**config.mk**
```make
export PLATFORM = sky130hd
export DESIGN_NAME = uart_bus_bridge
export DESIGN_NICKNAME = d
export VERILOG_FILES = /design/src/rtl/uart_bus_bridge.sv
export SDC_FILE = /design/constraint.sdc
export NUM_CORES = 1
export LEC_CHECK = 0
export CORE_MARGIN = 2
export CORE_UTILIZATION = 30
export DETAILED_ROUTE_END_ITERATION = 10
export GPL_TIMING_DRIVEN = 0
export PLACE_DENSITY = 0.51
export SKIP_CTS_REPAIR_TIMING = 1
export SLEW_MARGIN = 20
export SYNTH_ARGS = -nofsm -noshare
export SYNTH_HDL_FRONTEND = slang
export SYNTH_SLANG_ARGS = --single-unit
```
**constraint.sdc**
```tcl
create_clock -name clk_i -period 4 [get_ports clk_i]
set_input_delay 0.4 -clock clk_i [delete_from_list [all_inputs] [get_ports clk_i]]
set_output_delay 0.4 -clock clk_i [all_outputs]
set_load 0.005 [all_outputs]
```
**src/rtl/uart_bus_bridge.sv**
```systemverilog
// UART byte-stream command decoder that masters single read/write register-bus cycles.
// 'W' addr data -> bus write + ACK; 'R' addr -> bus read + data bytes; bad or errored bytes -> NAK.
module uart_bus_bridge #(
  parameter int AddrBytes     = 2,
  parameter int DataBytes     = 4,
  parameter int TimeoutCycles = 5000000
) (
  input  logic                     clk_i,
  input  logic                     reset_i,
  input  logic [7:0]               rx_data_i,
  input  logic                     rx_data_valid_i,
  input  logic                     rx_frame_error_i,
  input  logic                     rx_parity_error_i,
  output logic [7:0]               tx_data_o,
  output logic                     tx_data_valid_o,
  input  logic                     tx_data_in_ready_i,
  output logic [8*AddrBytes-1:0]   bus_addr_o,
  output logic [8*DataBytes-1:0]   bus_wdata_o,
  output logic                     bus_we_o,
  output logic                     bus_req_o,
  input  logic [8*DataBytes-1:0]   bus_rdata_i,
  input  logic                     bus_ack_i,
  output logic                     busy_o
);

  localparam int AW = 8 * AddrBytes;
  localparam int DW = 8 * DataBytes;

  localparam logic [2:0] IDLE = 3'd0;
  localparam logic [2:0] ADDR = 3'd1;
  localparam logic [2:0] DATA = 3'd2;
  localparam logic [2:0] BUS  = 3'd3;
  localparam logic [2:0] SEND = 3'd4;

  localparam logic [7:0] CMD_WR = 8'h57;
  localparam logic [7:0] CMD_RD = 8'h52;
  localparam logic [7:0] ACK    = 8'h06;
  localparam logic [7:0] NAK    = 8'h15;

  logic [2:0]    state_q, state_d;
  logic          we_q, we_d;
  logic [AW-1:0] addr_q, addr_d;
  logic [DW-1:0] wdata_q, wdata_d;
  logic [DW-1:0] resp_q, resp_d;
  logic [2:0]    cnt_q, cnt_d;
  logic [31:0]   timer_q, timer_d;

  logic rx_clean;
  logic rx_bad;
  logic expire;

  assign rx_clean = rx_data_valid_i && !rx_frame_error_i && !rx_parity_error_i;
  assign rx_bad   = rx_data_valid_i && (rx_frame_error_i || rx_parity_error_i);
  assign expire   = (TimeoutCycles != 0) && (timer_q == 32'(TimeoutCycles - 1));

  // The response shifts out of the top byte of resp_q; cnt_q doubles as the
  // frame byte counter and the count of response bytes still to send.
  always_comb begin
    state_d = state_q;
    we_d    = we_q;
    addr_d  = addr_q;
    wdata_d = wdata_q;
    resp_d  = resp_q;
    cnt_d   = cnt_q;
    timer_d = timer_q;
    case (state_q)
      IDLE: begin
        timer_d = 32'd0;
        cnt_d   = 3'd0;
        if (rx_clean && (rx_data_i == CMD_WR || rx_data_i == CMD_RD)) begin
          state_d = ADDR;
          we_d    = (rx_data_i == CMD_WR);
        end else if (rx_data_valid_i) begin
          state_d = SEND;
          resp_d  = DW'(NAK) << (DW - 8);
          cnt_d   = 3'd1;
        end
      end
      ADDR: begin
        if (rx_bad) begin
          state_d = SEND;
          resp_d  = DW'(NAK) << (DW - 8);
          cnt_d   = 3'd1;
        end else if (rx_clean) begin
          addr_d  = (addr_q << 8) | AW'(rx_data_i);
          timer_d = 32'd0;
          if (cnt_q == 3'(AddrBytes - 1)) begin
            cnt_d   = 3'd0;
            state_d = we_q ? DATA : BUS;
          end else begin
            cnt_d = cnt_q + 3'd1;
          end
        end else if (expire) begin
          state_d = IDLE;
        end else begin
          timer_d = timer_q + 32'd1;
        end
      end
      DATA: begin
        if (rx_bad) begin
          state_d = SEND;
          resp_d  = DW'(NAK) << (DW - 8);
          cnt_d   = 3'd1;
        end else if (rx_clean) begin
          wdata_d = (wdata_q << 8) | DW'(rx_data_i);
          timer_d = 32'd0;
          if (cnt_q == 3'(DataBytes - 1)) begin
            cnt_d   = 3'd0;
            state_d = BUS;
          end else begin
            cnt_d = cnt_q + 3'd1;
          end
        end else if (expire) begin
          state_d = IDLE;
        end else begin
          timer_d = timer_q + 32'd1;
        end
      end
      BUS: begin
        if (bus_ack_i) begin
          state_d = SEND;
          if (we_q) begin
            resp_d = DW'(ACK) << (DW - 8);
            cnt_d  = 3'd1;
          end else begin
            resp_d = bus_rdata_i;
            cnt_d  = 3'(DataBytes);
          end
        end
      end
      SEND: begin
        if (tx_data_in_ready_i) begin
          resp_d = resp_q << 8;
          cnt_d  = cnt_q - 3'd1;
          if (cnt_q == 3'd1) begin
            state_d = IDLE;
          end
        end
      end
      default: state_d = IDLE;
    endcase
  end

  always_ff @(posedge clk_i) begin
    if (reset_i) begin
      state_q <= IDLE;
      we_q    <= 1'b0;
      addr_q  <= '0;
      wdata_q <= '0;
      resp_q  <= '0;
      cnt_q   <= 3'd0;
      timer_q <= 32'd0;
    end else begin
      state_q <= state_d;
      we_q    <= we_d;
      addr_q  <= addr_d;
      wdata_q <= wdata_d;
      resp_q  <= resp_d;
      cnt_q   <= cnt_d;
      timer_q <= timer_d;
    end
  end

  assign tx_data_o       = resp_q[DW-1 -: 8];
  assign tx_data_valid_o = (state_q == SEND);
  assign bus_addr_o      = addr_q;
  assign bus_wdata_o     = wdata_q;
  assign bus_we_o        = we_q;
  assign bus_req_o       = (state_q == BUS);
  assign busy_o          = (state_q != IDLE);

endmodule

```
==> tab_implementation.tex <==
\begin{tabular}{lr}
\hline
Metric & Value \\
\hline
\multicolumn{2}{l}{\textbf{Synth}} \\
\quad Proportion of synthesized flip-flops having asynchronous set or reset & 0 \\
\quad Compound-cell area share of the yosys netlist & 0.275 \\
\quad Adder-cell share of the synthesized area & 0.0128 \\
\quad Share of the synthesized netlist area taken by xor and xnor gates & 0.0119 \\
\quad Avg Synthesized Cell Area & 8.33 µm² \\
\quad Sequential element share of the synthesized area & 0.405 \\
\quad Yosys warnings & 0 \\
\quad Dominant synthesized flop cell & sky130\_fd\_sc\_hd\_\_dfxtp\_1 \\
\quad Post-synthesis instance area & 5880 µm² \\
\quad Simple-gate portion of the synthesized area & 0.216 \\
\quad Mapped Cells & 706 \\
\quad Mapped Nets & 759 \\
\quad Distinct cell type count of the synthesized netlist & 66 \\
\quad Count of state elements after synthesis & 119 \\
\quad EDFF count, synth & 0 \\
\quad Portion of netlist area occupied by mux cells & 0.0209 \\
\quad Combinational family with the most area after synthesis & compound AO/OA/AOI/OAI gates \\
\multicolumn{2}{l}{\textbf{Setup path}} \\
\quad Master of the slowest instance on the critical path & sky130\_fd\_sc\_hd\_\_clkdlybuf4s50\_1 \\
\quad Most numerous cell on the critical path & sky130\_fd\_sc\_hd\_\_clkbuf\_1 \\
\quad Slowest Stage Delay on Critical Path & 0.59 ns \\
\quad Path type of the worst setup path & reg2out \\
\quad Cell chain of the critical path & clkbuf\_1 > or3b\_1 > inv\_2 > clkbuf\_1 > clkdlybuf4s50\_1 \\
\quad Top fanout value on the critical path & 10 \\
\quad Depth of the most critical reg-to-reg path & 6 \\
\quad Arrival time at the worst endpoint & 2.58 ns \\
\quad Reg-to-reg endpoint & timer\_q[0]\$\_SDFFE\_PP0P\_ \\
\quad R2R setup slack & 1.50 ns \\
\quad Worst setup SP type & register \\
\quad Data required time at the worst endpoint & 3.60 ns \\
\quad CP Capture Type & output pin \\
\quad FF-to-FF Start & state\_q[1]\$\_SDFFE\_PP0P\_ \\
\multicolumn{2}{l}{\textbf{Floorplanning}} \\
\quad Height of the chip & 144 µm \\
\quad Die span in x & 144 µm \\
\quad Row cnt & 51 \\
\quad Die Footprint & 20,700 µm² \\
\quad Top-level port count & 107 \\
\quad Area inside the core boundary & 19,300 µm² \\
\quad Starting Density & 0.304 \\
\multicolumn{2}{l}{\textbf{CTS}} \\
\quad H-tree depth & 4 \\
\quad Clock tree from TritonCTS & done \\
\quad CTS Root Buffer Type & sky130\_fd\_sc\_hd\_\_clkbuf\_16 \\
\quad Num Clock Sinks & 119 \\
\quad Clk Latency, worst-skew pair & 0.43 ns \\
\quad Worst-path clk slew & 0.06 ns \\
\quad Number of clock buffers inserted by TritonCTS & 17 \\
\quad Deepest clock path buffer count & 2 \\
\multicolumn{2}{l}{\textbf{Layout}} \\
\quad Register Area & 2380 µm² \\
\quad Layout overhead on the synthesized area & 33.5\% \\
\quad Ant. Diodes & 0 \\
\quad Top library cells by usage in the layout, fill and taps aside & sky130\_fd\_sc\_hd\_\_nand2\_1, sky130\_fd\_sc\_hd\_\_dfxtp\_1, sky130\_fd\_sc\_hd\_\_clkdlybuf4s50\_1 \\
\quad Non-filler instance count after layout & 1,108 \\
\quad Count of nets after finishing & 883 \\
\quad Multi-input combinational cell area & 3160 µm² \\
\quad Final Core Density & 0.406 \\
\quad Count of filler cells inserted in the layout & 1,991 \\
\quad Share of post-route cells with drive strength above 1 & 0.0700 \\
\quad Leading cell type in the layout, fill and taps excluded & sky130\_fd\_sc\_hd\_\_nand2\_1 \\
\multicolumn{2}{l}{\textbf{Placement}} \\
\quad Placer congestion estimate & 0.801 \\
\quad Total placed cells including tap cells & 1,076 \\
\quad Total of buffers placed on input and output ports & 105 \\
\quad HPWL Detailed & 13,200 µm \\
\multicolumn{2}{l}{\textbf{STA}} \\
\quad Sum Neg Setup Slack & 0 ns \\
\quad Slew at the pin closest to its max-slew limit & 0.808 ns \\
\quad Count of pins over their slew limit & 0 \\
\quad Number of endpoints failing setup at the final stage & 0 \\
\quad Time the final worst path needs with I/O delays and setup & 2.98 ns \\
\quad Fmax & 0.335 GHz \\
\quad Max-Slew Margin vs Limit & 0.461 \\
\quad Hold Violations, Final & 0 \\
\quad Unrepaired setup endpoints after global routing & no \\
\quad Worst clock skew & 0.0109 ns \\
\quad Share of the clock period used by the worst path after layout & 0.746 \\
\multicolumn{2}{l}{\textbf{Power and ir drop}} \\
\quad Clock group share of total power & 0.483 \\
\quad Int Power & 2.34 mW \\
\quad Sequential group share of total power & 0.392 \\
\quad Max rail drop VDD & 0.000284 V \\
\quad Switching power as a share of total power & 0.262 \\
\quad Power density over the cells & 403 nW/µm² \\
\quad P\_leak & 2.72 nW \\
\quad P\_sw & 0.830 mW \\
\quad Power share of the combinational group & 0.125 \\
\multicolumn{2}{l}{\textbf{GRT}} \\
\quad Met2 Track Usage GR & 0.272 \\
\quad Largest net degree at the start of global routing & 17 \\
\quad Number of global-route vias before repair & 5,198 \\
\quad Number of antenna violations at the first check in global routing & 0 \\
\quad Global-route usage over all layers & 0.173 \\
\quad Global-route wire length before repair & 28,000 µm \\
\quad Grt peak-use layer & met2 \\
\quad Met3 Resource Use GR & 0.0328 \\
\quad Global-route met1 utilization & 0.236 \\
\quad Remaining Overflow, GRT & 0 \\
\multicolumn{2}{l}{\textbf{Hold path}} \\
\quad Hold path startpoint & bus\_addr\_o[13]\$\_SDFFE\_PP0P\_ \\
\quad Worst hold path stage count & 2 \\
\quad Hold Path End & bus\_addr\_o[13]\$\_SDFFE\_PP0P\_ \\
\quad Hold Path Class & reg2reg \\
\multicolumn{2}{l}{\textbf{Detailed routing}} \\
\quad Count of vias placed by the detailed router & 5,589 \\
\quad Post-detailed-route wirelength per cell & 16.1 µm \\
\quad Final Routed Wirelength & 17,900 µm \\
\quad Vias/cell & 5.04 \\
\quad Number of DRC markers after the initial detailed-route iteration & 329 \\
\quad Number of detailed-routing iterations run before antenna repair & 4 \\
\quad Antenna Violating Nets Remaining & 0 \\
\quad Number of remaining DRC errors & 0 \\
\multicolumn{2}{l}{\textbf{Run status}} \\
\quad Result of the run & complete, no violations \\
\multicolumn{2}{l}{\textbf{Job}} \\
\quad Max-cap check violation count & 0 \\
\hline
\end{tabular}
synthesized netlist by cell type, drive strengths merged (3+ instances only):
master / instances / share of area
buf: 17 / 0.020
nand4: 9 / 0.0096
nor2b: 5 / 0.0053
nand2b: 11 / 0.012
inv: 15 / 0.0096
nor4: 3 / 0.0068
a22oi: 20 / 0.026
xnor2: 7 / 0.010
and2: 6 / 0.0064
nor3: 3 / 0.0034
a2bb2oi: 3 / 0.0045
a211oi: 6 / 0.0085
o211a: 22 / 0.037
a2111oi: 3 / 0.0045
o21ai: 19 / 0.018
mux2i: 10 / 0.017
or3: 10 / 0.011
a21o: 4 / 0.0051
a2111o: 3 / 0.0057
and4: 6 / 0.0089
or4: 13 / 0.017
a31oi: 4 / 0.0043
nand2: 132 / 0.084
o2111ai: 11 / 0.019
nor2: 22 / 0.014
dfxtp: 119 / 0.41
clkbuf: 44 / 0.028
and3: 5 / 0.0053
ha: 6 / 0.013
a21oi: 82 / 0.070
o211ai: 40 / 0.051
nand3: 15 / 0.013
or3b: 3 / 0.0045
per-layer routing:
metal,wire [µm],part of all wire
met5,0,0
met4,257,0.014
met3,726,0.041
met2,7990,0.45
met1,8910,0.50
how the worst max path moves through the flow:
stage | start | end | slack [ns] | cells past startpoint
after floorplan | rx_parity_error_i | resp_q[10]$_SDFFE_PP0P_ | 1.90 | 7
after global placement | rx_data_valid_i | timer_q[31]$_SDFFE_PP0P_ | 0.71 | 7
after detailed placement | rx_data_valid_i | timer_q[0]$_SDFFE_PP0P_ | 0.72 | 7
after CTS | state_q[0]$_SDFFE_PP0P_ | tx_data_valid_o | 1.00 | 5
after global routing | state_q[0]$_SDFFE_PP0P_ | tx_data_valid_o | 0.89 | 5
final | state_q[0]$_SDFFE_PP0P_ | tx_data_valid_o | 1.02 | 5
through the flow:
step	worst slack [ns]	power, mW	instance area [µm²]	hold slack (ns)
finish	1.02	3.17	7850	0.452
global route	0.891	3.30	7850	0.470
CTS	1.00	3.21	7850	0.455
detailed placement	0.725	1.67	7260	0.448
global placement	0.710	1.67	7260	0.444
floorplan	1.90	1.50	5880	0.450
kinds of logic after synthesis:
group	Yosys count
buffers and inverters	76
xor gates and xnor gates	8
AOI/OAI and AO/OA	232
adders and majority gates	6
and+or+nand+nor	253
muxes	12
DFF	119
power by group through the flow:
stage                     registers, mW  logic [mW]  clock network [mW]
final                              1.24       0.396                1.53
after global routing               1.25       0.435                1.62
after CTS                          1.24       0.399                1.57
after detailed placement           1.27       0.398                   0
after global placement             1.27       0.400                   0
after floorplan                    1.26       0.240                   0
critical path: cells and delay by family (launching register included):
family        cells  cell delay (ns)
simple gates      1             0.50
buf+inv           4             1.34
flops             1             0.32
layout make-up:
type,count,share of cell area
timing repair buffer,105,0.134
inverter,15,0.00717
multi-input combinational,511,0.402
clock buffer,18,0.0559
tap,265,0.0422
buffer,61,0.0360
clock inverter,14,0.0191
sequential,119,0.303
registers in the layout, summed over array words and instances (netlist names):
name	flops
state_q	3
cnt_q	3
resp_q	32
timer_q	32
bus_we_o	1
bus_addr_o	16
bus_wdata_o	32
Power figures use the tool's default switching activity.
